<file path="src/rtl/spi_apb_pkg.sv">
// rtl/spi_apb_pkg.sv - register map, bit positions and access FSM states for the SPI APB completer
package spi_apb_pkg;

  // Register word index (paddr[3:2])
  localparam logic [1:0] REG_CTRL   = 2'd0;
  localparam logic [1:0] REG_STATUS = 2'd1;
  localparam logic [1:0] REG_TXDATA = 2'd2;
  localparam logic [1:0] REG_RXDATA = 2'd3;

  // CTRL bit positions
  localparam int CTRL_EN      = 0;
  localparam int CTRL_CPOL    = 1;
  localparam int CTRL_CPHA    = 2;
  localparam int CTRL_TXIE    = 3;
  localparam int CTRL_RXIE    = 4;
  localparam int CTRL_LOW_W   = 5;
  localparam int CTRL_DIV_LSB = 8;

  // STATUS bit positions
  localparam int STAT_TX_FULL  = 0;
  localparam int STAT_RX_EMPTY = 1;
  localparam int STAT_BUSY     = 2;
  localparam int STAT_RX_OVF   = 3;

  typedef enum logic [1:0] {
    IDLE   = 2'd0,
    ACCESS = 2'd1,
    RDWAIT = 2'd2
  } state_e;

endpackage

</file>
<file path="src/rtl/spi_apb_access_fsm.sv">
// rtl/spi_apb_access_fsm.sv - APB access sequencing: pready, rx_pop and completion pulse
module spi_apb_access_fsm
  import spi_apb_pkg::*;
(
  input  logic pclk,
  input  logic preset_n,
  input  logic psel,
  input  logic penable,
  input  logic rd_wait_req,
  output logic pready,
  output logic rx_pop,
  output logic complete,
  output logic in_rdwait
);

  state_e state_q, state_d;

  // State register; reset returns to IDLE immediately so strobes drop at once
  always_ff @(posedge pclk or negedge preset_n) begin
    if (!preset_n) begin
      state_q <= IDLE;
    end else begin
      state_q <= state_d;
    end
  end

  // Next state and per-cycle outputs; a qualifying RXDATA read pops in its first
  // access cycle and completes one cycle later once the FIFO output has settled
  always_comb begin
    state_d = state_q;
    pready  = 1'b0;
    rx_pop  = 1'b0;
    case (state_q)
      IDLE: begin
        if (psel && !penable) begin
          state_d = ACCESS;
        end
      end
      ACCESS: begin
        if (!psel) begin
          state_d = IDLE;
        end else if (penable) begin
          if (rd_wait_req) begin
            rx_pop  = 1'b1;
            state_d = RDWAIT;
          end else begin
            pready  = 1'b1;
            state_d = IDLE;
          end
        end
      end
      RDWAIT: begin
        pready  = 1'b1;
        state_d = IDLE;
      end
      default: begin
        state_d = IDLE;
      end
    endcase
  end

  assign complete  = psel & penable & pready;
  assign in_rdwait = (state_q == RDWAIT);

endmodule

</file>
<file path="src/rtl/spi_apb_slave.sv">
// rtl/spi_apb_slave.sv - APB completer exposing SPI control, status, TX push and RX pop
module spi_apb_slave
  import spi_apb_pkg::*;
#(
  parameter int ADDR_WIDTH = 32,
  parameter int DATA_WIDTH = 32,
  parameter bit PROT_CHECK = 1'b1
) (
  input  logic                  pclk,
  input  logic                  preset_n,
  input  logic                  psel,
  input  logic                  penable,
  input  logic                  pwrite,
  input  logic [ADDR_WIDTH-1:0] paddr,
  input  logic [DATA_WIDTH-1:0] pwdata,
  input  logic [3:0]            pstrb,
  input  logic [2:0]            pprot,
  output logic [DATA_WIDTH-1:0] prdata,
  output logic                  pready,
  output logic                  pslverr,
  output logic                  tx_push,
  output logic [7:0]            tx_data,
  input  logic                  tx_full,
  output logic                  rx_pop,
  input  logic [7:0]            rx_data,
  input  logic                  rx_empty,
  input  logic                  rx_ovf_set,
  input  logic                  busy,
  output logic                  spi_en,
  output logic                  cpol,
  output logic                  cpha,
  output logic [7:0]            clk_div,
  output logic                  irq
);

  logic [1:0]            reg_sel;
  logic                  acc_err;
  logic                  rd_wait_req;
  logic                  complete;
  logic                  in_rdwait;
  logic                  wr_ok;
  logic                  rd_ok;

  logic [CTRL_LOW_W-1:0] ctrl_q, ctrl_d;
  logic [7:0]            div_q, div_d;
  logic                  rx_ovf_q, rx_ovf_d;
  logic                  irq_q, irq_d;

  // Address bits below the word index and upper data/strobe/prot bits carry no meaning here
  logic unused_bits;
  assign unused_bits = ^{paddr[1:0], pwdata[DATA_WIDTH-1:16], pstrb[3:2], pprot[2:1]};

  // Decode the held address phase into a register index and an error verdict
  always_comb begin
    reg_sel = paddr[3:2];
    acc_err = (|paddr[ADDR_WIDTH-1:4]) || (PROT_CHECK && !pprot[0]);
    case (reg_sel)
      REG_TXDATA: begin
        if (!pwrite || tx_full || !pstrb[0]) begin
          acc_err = 1'b1;
        end
      end
      REG_RXDATA: begin
        if (pwrite || rx_empty) begin
          acc_err = 1'b1;
        end
      end
      default: begin
      end
    endcase
    rd_wait_req = !acc_err && !pwrite && (reg_sel == REG_RXDATA);
  end

  spi_apb_access_fsm u_fsm (
    .pclk       (pclk),
    .preset_n   (preset_n),
    .psel       (psel),
    .penable    (penable),
    .rd_wait_req(rd_wait_req),
    .pready     (pready),
    .rx_pop     (rx_pop),
    .complete   (complete),
    .in_rdwait  (in_rdwait)
  );

  // The RDWAIT cycle finishes a read that was already vetted and popped, so it is never an error
  assign wr_ok   = complete && !in_rdwait && !acc_err && pwrite;
  assign rd_ok   = complete && !pwrite && (in_rdwait || !acc_err);
  assign pslverr = complete && !in_rdwait && acc_err;

  assign tx_push = wr_ok && (reg_sel == REG_TXDATA);
  assign tx_data = tx_push ? pwdata[7:0] : 8'h00;

  // Register updates on completion; an overflow pulse beats a simultaneous W1C
  always_comb begin
    ctrl_d   = ctrl_q;
    div_d    = div_q;
    rx_ovf_d = rx_ovf_q;
    if (wr_ok && (reg_sel == REG_CTRL)) begin
      if (pstrb[0]) begin
        ctrl_d = pwdata[CTRL_LOW_W-1:0];
      end
      if (pstrb[1]) begin
        div_d = pwdata[CTRL_DIV_LSB +: 8];
      end
    end
    if (wr_ok && (reg_sel == REG_STATUS) && pwdata[STAT_RX_OVF] && pstrb[0]) begin
      rx_ovf_d = 1'b0;
    end
    if (rx_ovf_set) begin
      rx_ovf_d = 1'b1;
    end
    irq_d = (ctrl_q[CTRL_TXIE] && !tx_full) || (ctrl_q[CTRL_RXIE] && !rx_empty) || rx_ovf_q;
  end

  // Read data is only driven on a completing, non-error read
  always_comb begin
    prdata = '0;
    if (rd_ok) begin
      if (in_rdwait) begin
        prdata[7:0] = rx_data;
      end else begin
        case (reg_sel)
          REG_CTRL: begin
            prdata[CTRL_LOW_W-1:0]    = ctrl_q;
            prdata[CTRL_DIV_LSB +: 8] = div_q;
          end
          REG_STATUS: begin
            prdata[STAT_TX_FULL]  = tx_full;
            prdata[STAT_RX_EMPTY] = rx_empty;
            prdata[STAT_BUSY]     = busy;
            prdata[STAT_RX_OVF]   = rx_ovf_q;
          end
          default: begin
          end
        endcase
      end
    end
  end

  // Configuration, overflow flag and interrupt storage
  always_ff @(posedge pclk or negedge preset_n) begin
    if (!preset_n) begin
      ctrl_q   <= '0;
      div_q    <= '0;
      rx_ovf_q <= 1'b0;
      irq_q    <= 1'b0;
    end else begin
      ctrl_q   <= ctrl_d;
      div_q    <= div_d;
      rx_ovf_q <= rx_ovf_d;
      irq_q    <= irq_d;
    end
  end

  assign spi_en  = ctrl_q[CTRL_EN];
  assign cpol    = ctrl_q[CTRL_CPOL];
  assign cpha    = ctrl_q[CTRL_CPHA];
  assign clk_div = div_q;
  assign irq     = irq_q;

endmodule

</file>
<file path="config.mk">
export PLATFORM = sky130hd
export DESIGN_NAME = spi_apb_slave
export DESIGN_NICKNAME = d
export VERILOG_FILES = /design/src/rtl/spi_apb_pkg.sv /design/src/rtl/spi_apb_access_fsm.sv /design/src/rtl/spi_apb_slave.sv
export SDC_FILE = /design/constraint.sdc
export NUM_CORES = 1
export LEC_CHECK = 0
export CAP_MARGIN = 5
export CORE_ASPECT_RATIO = 1.4
export CORE_UTILIZATION = 34
export CTS_CLUSTER_SIZE = 14
export DETAILED_ROUTE_END_ITERATION = 10
export PLACE_DENSITY = 0.88
export SLEW_MARGIN = 20
export SYNTH_ARGS = -nofsm -noshare
export SYNTH_HDL_FRONTEND = slang
export SYNTH_SLANG_ARGS = --single-unit
</file>
<file path="constraint.sdc">
create_clock -name pclk -period 3.85 [get_ports pclk]
set_clock_uncertainty 0.05 [all_clocks]
set_input_delay 0.385 -clock pclk [delete_from_list [all_inputs] [get_ports pclk]]
set_output_delay 0.385 -clock pclk [all_outputs]
set_load 0.05 [all_outputs]
</file>
# ---- Word-level counts from Yosys, hierarchy flattened
# Index checks and enable logic that the tools add are counted.
dict set report totals {
  regBits 17
  in_bits 88
  out_inout_bits 56
  wordCells 78
}
dict set report classes {
  n_eq_ne 7
  n_mux 26
  n_bitwise 2
  n_reduce_logical 38
}
# operator n
set op_table {}
lappend op_table {{OR reduction 28 bit} 1}
lappend op_table {{2-to-1 mux 8 bit} 3}
lappend op_table {{logical AND 1 bit} 16}
lappend op_table {{2-to-1 mux 16 bit} 1}
lappend op_table {{2-to-1 mux 1 bit} 12}
lappend op_table {{zero test 1 bit} 8}
lappend op_table {{2-to-1 mux 2 bit} 4}
lappend op_table {{case mux 4 bit (2 select lines)} 1}
lappend op_table {{logical OR 1 bit} 7}
lappend op_table {{equality test 2 bit (second input constant)} 3}
lappend op_table {{AND reduction 2 bit} 3}
lappend op_table {{2-to-1 mux 5 bit} 1}
lappend op_table {{equality test 2 x 1 -> 1 bit (second input constant)} 2}
lappend op_table {{zero test 2 bit} 2}
lappend op_table {{case mux 1 bit (2 select lines)} 2}
lappend op_table {{case mux 2 bit (2 select lines)} 1}
lappend op_table {{2-to-1 mux 3 bit} 1}
lappend op_table {{!= test 3 bit (second input constant)} 1}
lappend op_table {{bitwise AND 1 bit} 2}
lappend op_table {{!= test 2 x 1 -> 1 bit (second input constant)} 1}
lappend op_table {{nonzero test 2 bit} 1}

# ---- Logic depth before layout (Yosys ltp)
# Gate-level depths: netlist (run 1).
dict set report logic_depth {
  ltp_word 21
  mapped_depth 6
}

# ---- Modules after synthesis
# Synthesis (run 1) repeated with hierarchy kept, for this count alone.
dict set report hier_totals {
  hier_cells 135
  area_unflattened_um2 1357.6
}
# module n_inst cells_each area_per_inst_um2 seq_area_each_um2
set modules_own_cells {}
lappend modules_own_cells {spi_apb_slave 1 115 1168.6 375.4}
lappend modules_own_cells {spi_apb_access_fsm 1 20 188.9 50.0}

# ---- Least setup slack after synthesis (run 1)
# Ideal clock, no wire load.
dict set report synth_path {
  path_kind {input port to output port}
  start {input paddr[20]}
  end {output rx_pop}
  arrival_time_ns 2.689
  required_time_ns 3.415
  setup_slack_ns 0.726
  path_stages 5
  n_path_buf 1
  path_cell_list {nor4b_2 and4_1 buf_2 nand2_1 nor4_1}
}
dict set report synth_via {
  elab_chain_len 11
  elab_cells_between_ends 12
  cone_classes {7 x mux; 5 x reduce/logical}
}
# item line
set synth_rtl {}
lappend synth_rtl {{from (decl)} spi_apb_slave.sv:14} ;# input logic [ADDR_WIDTH-1:0] paddr,
lappend synth_rtl {{OR reduction 28 bit *} spi_apb_slave.sv:56} ;# acc_err = (|paddr[ADDR_WIDTH-1:4]) || (PROT_CHECK && !pprot[0]);
lappend synth_rtl {{logical OR 1 bit *} spi_apb_slave.sv:56}
lappend synth_rtl {{2-to-1 mux 1 bit (on tied branches)} {spi_apb_slave.sv:64, spi_apb_slave.sv:59}}
lappend synth_rtl {{case mux 1 bit (2 select lines) *} spi_apb_slave.sv:57} ;# case (reg_sel)
lappend synth_rtl {{zero test 1 bit *} spi_apb_slave.sv:71} ;# rd_wait_req = !acc_err && !pwrite && (reg_sel == REG_RXDATA);
lappend synth_rtl {{logical AND 1 bit * (2 in series)} spi_apb_slave.sv:71}
lappend synth_rtl {{2-to-1 mux 1 bit *} spi_apb_access_fsm.sv:43} ;# if (rd_wait_req) begin
lappend synth_rtl {{2-to-1 mux 1 bit *} spi_apb_access_fsm.sv:42} ;# end else if (penable) begin
lappend synth_rtl {{2-to-1 mux 1 bit *} spi_apb_access_fsm.sv:40} ;# if (!psel) begin
lappend synth_rtl {{2-to-1 mux 1 bit *} spi_apb_access_fsm.sv:33} ;# case (state_q)
lappend synth_rtl {{to (decl)} spi_apb_slave.sv:24} ;# output logic rx_pop,
# Mark *: on every way between the ends. The rest lies on a longest branch, timed or not.

# ---- Worst setup path after layout (run 1)
dict set report layout_path {
  start {input paddr[29]}
  end {output prdata[10]}
}
dict set report layout_via {
  elab_chain_len 15
  elab_cells_between_ends 17
  cone_classes {8 x mux; 1 x bitwise; 8 x reduce/logical}
}
# item line
set layout_rtl {}
lappend layout_rtl {{OR reduction 28 bit *} spi_apb_slave.sv:56}
lappend layout_rtl {{logical OR 1 bit *} spi_apb_slave.sv:56}
lappend layout_rtl {{2-to-1 mux 1 bit (on tied branches)} {spi_apb_slave.sv:64, spi_apb_slave.sv:59}}
lappend layout_rtl {{case mux 1 bit (2 select lines) *} spi_apb_slave.sv:57}
lappend layout_rtl {{zero test 1 bit *} {spi_apb_slave.sv:71, spi_apb_slave.sv:88}}
lappend layout_rtl {{logical AND 1 bit (2 in series)} spi_apb_slave.sv:71}
lappend layout_rtl {{2-to-1 mux 1 bit} spi_apb_access_fsm.sv:43}
lappend layout_rtl {{2-to-1 mux 1 bit} spi_apb_access_fsm.sv:42}
lappend layout_rtl {{2-to-1 mux 1 bit} spi_apb_access_fsm.sv:40}
lappend layout_rtl {{case mux 1 bit (2 select lines)} spi_apb_access_fsm.sv:33}
lappend layout_rtl {{bitwise AND 1 bit} spi_apb_access_fsm.sv:62} ;# assign complete = psel & penable & pready;
lappend layout_rtl {{logical AND 1 bit} spi_apb_slave.sv:88} ;# assign rd_ok = complete && !pwrite && (in_rdwait || !acc_err);
lappend layout_rtl {{logical AND 1 bit *} spi_apb_slave.sv:88}
lappend layout_rtl {{2-to-1 mux 16 bit *} spi_apb_slave.sv:119} ;# if (rd_ok) begin
lappend layout_rtl {{to (decl)} spi_apb_slave.sv:18} ;# output logic [DATA_WIDTH-1:0] prdata,
# Marks and branches as above.

==> results of run 1 <==
[stage by stage]
step / util, % / hold slack [ns] / cell area, um2
6_report: 59.0 / 0.461 / 2680
5_1_grt: 59.0 / 0.487 / 2680
4_1_cts: 59.0 / 0.459 / 2680
3_5_place_dp: 58.0 / 0.445 / 2630
3_3_place_gp: 58.0 / 0.447 / 2630
2_1_floorplan: - / 0.0394 / 1660
[logic make-up after synthesis]
group                      Yosys count  share of synthesized area (%)
AOI/OAI and AO/OA                   16                           7.24
adders and majority gates            3                           2.34
buffers and inverters               38                           12.9
DFF                                 17                           26.5
muxes                               17                           12.8
other                                1                          0.233
and+or+nand+nor                     89                           38.0
[registers in the layout, summed over array words and instances (netlist names)]
| register | count |
|---|---|
| rx_ovf_q | 1 |
| irq | 1 |
| u_fsm.state_q | 2 |
| clk_div | 8 |
| ctrl_q | 5 |
[layer usage]
layer / vias to the layer above / part of all wire (%)
li1: 842 / -
met1: 810 / 38
met2: 70 / 55
met3: 9 / 5.8
met4: 0 / 1.1
met5: - / 0
[worst max-delay path, stage by stage]
cell             delay [ns]
clkdlybuf4s50_1        0.41
nor3_1                 0.40
and4_1                 0.40
nand3_2                0.37
nor3_1                 0.29
clkdlybuf4s50_1        0.84
[cells in the mapped netlist, types with 5 or more instances]
cell      number
nor2_1         6
mux2_2        10
nor3_1        18
nand3b_1       8
nor4_1         5
dfrtp_1       17
nand2_1       10
inv_1         14
nor4_2         5
buf_4         16
nand4_1        9
a211oi_1       5
[power by group through the flow]
stage               clock network (W)  registers, W  logic, W
global route                 0.000147      0.000190  0.000211
CTS                          0.000138      0.000188  0.000196
floorplan                           0      0.000190  0.000111
detailed placement                  0      0.000192  0.000195
finish                       0.000134      0.000188  0.000196
global placement                    0      0.000191  0.000188
[final cells by class]
class | instances | share of cell area [%]
timing repair buffer | 106 | 39.0
clock buffer | 3 | 1.54
clock inverter | 1 | 0.187
multi-input combinational | 141 | 38.5
inverter | 14 | 1.96
sequential | 17 | 15.9
tap | 62 | 2.90
[worst max path at each step]
stage	endpoint
3_3_place_gp	prdata[11]
4_1_cts	prdata[10]
2_1_floorplan	rx_pop
6_report	prdata[10]
3_5_place_dp	prdata[10]
5_1_grt	prdata[15]
==> impl_metrics.env, run 1 <==
export IMPL_status="completed"
export IMPL_rsz0062_at_grt="no"
export IMPL_drtAntennaViolNets=0
export IMPL_r2r_end="ctrl_q[1]"
export IMPL_vias=1731
export IMPL_slew_headroom_pct=49.8
export IMPL_total_power_w=0.000518
export IMPL_clk_latency_ns=0.25
export IMPL_insertedDiodeCount=0
export IMPL_startpoint="paddr[29]"
export IMPL_cts_root_buf="clkbuf_8"
export IMPL_fin_setup_tns_ns=0
export IMPL_synth_cell_types=44
export IMPL_synthFlopType="dfrtp_1"
export IMPL_p_seq_share_pct=36.4
export IMPL_top_usage_layer="met2"
export IMPL_hold_buffers=0
export IMPL_power_switching_w=0.000172
export IMPL_rows=29
export IMPL_syn_avg_cell_area_um2=8.88
export IMPL_drc=0
export IMPL_portBuffers=105
export IMPL_arrival_ns=3.10
export IMPL_syn2layout_area_growth_pct=66.5
export IMPL_power_density_mw_per_mm2=194
export IMPL_hold_depth=2
export IMPL_cap_violations=0
export IMPL_p_int_w=0.000346
export IMPL_fillCellCount=402
export IMPL_post_route_period_util_pct=91.9
export IMPL_io_pins=144
export IMPL_setup_slack_ns=0.310
export IMPL_synth_cell_area_mm2=0.00161
export IMPL_ff2ff_setup_slack_ns=1.32
export IMPL_required_ns=3.41
export IMPL_tightestPinTransition_ns=0.750
export IMPL_mostFrequentLayoutCell="clkdlybuf4s50_1"
export IMPL_place_inst=340
export IMPL_max_freq_ghz=0.283
export IMPL_whs_endpoint="u_fsm.state_q[1]"
export IMPL_nets=374
export IMPL_hp_class="register to register"
export IMPL_cts_resized=0
export IMPL_drive_gt1_share_pct=14.9
export IMPL_initial_core_util_pct=35.4
export IMPL_worstSetupStartpointType="input port"
export IMPL_final_seq_area_um2=425
export IMPL_cts_buffers=3
export IMPL_crit_fanout=18
export IMPL_synthArstFlopShare_pct=100
export IMPL_drt_total_wl_um=4810
export IMPL_synth_top_area_share_pct=26.5
export IMPL_p_leak_nw=1.04
export IMPL_vias_per_cell=5.03
export IMPL_use_met1_pct=22.4
export IMPL_ir_drop_mv=0.184
export IMPL_clock_sinks=17
export IMPL_ys_ff_latch=17
export IMPL_netlist_top_cells_area="dfrtp_1 26%, buf_4 7.5%, mux2_2 7.0%, nor3_1 5.6%, nor4_2 3.9%"
export IMPL_min_delay_start="u_fsm.state_q[1]"
export IMPL_ys_warn_count=0
export IMPL_ctsLongestPathBuffers=2
export IMPL_combPwrFrac_pct=37.8
export IMPL_antenna_found_initial=0
export IMPL_place_ws_ns=0.287
export IMPL_final_hold_violation_count=0
export IMPL_grt_pass1_wl_um=7850
export IMPL_slew_violations=0
export IMPL_crit_path_end_kind="output port"
export IMPL_grt_max_degree=20
export IMPL_final_instance_count_excl_fill=344
export IMPL_switching_share_pct=33.2
export IMPL_multi_input_area_mm2=0.00103
export IMPL_period_needed_ns=3.54
export IMPL_synth_edff_count=0
export IMPL_setup_viol=0
export IMPL_avgRoutedWirePerCell_um=14.0
export IMPL_ys_seq_area_share_pct=26.5
export IMPL_critical_path_class="input port to output port"
export IMPL_first_global_vias=1710
export IMPL_die_y_um=83.3
export IMPL_syn_instance_count=181
export IMPL_worstRegToRegCells=7
export IMPL_grtUsageMet2_pct=37.3
export IMPL_first_pass_iters=4
export IMPL_post_cts_buffers=0
export IMPL_power_share_clock_pct=25.8
export IMPL_hpwl_um=3980
export IMPL_track_usage_pct=20.1
export IMPL_overflow=0
export IMPL_cts_tree="yes"
export IMPL_design_core_area_mm2=0.00454
export IMPL_drt_iter0_drc=31
export IMPL_use_met3_pct=3.89
export IMPL_die_w_um=60.1
export IMPL_cts_max_level=1
export IMPL_r2r_start="u_fsm.state_q[0]"
export IMPL_path_clk_slew_ns=0.07
export IMPL_synth_top_cell_by_area="dfrtp_1"
export IMPL_gp_congestion=0.758
export IMPL_dieArea_mm2=0.00501
export IMPL_mostFrequentLayoutCells="94 x clkdlybuf4s50_1, 18 x nor3_1, 17 x dfrtp_1"
Power figures use the tool's default switching activity.
==> run 2: changes to the inputs <==
- SLEW_MARGIN: 20 -> unset
==> results of run 2 <==
No change in the layout: final DEF, timing and power equal those of run 1.
==> run 3: changes to the inputs <==
- GPL_ROUTABILITY_DRIVEN: unset -> 0
==> results of run 3 <==
No change in the layout: final DEF, timing and power equal those of run 1.
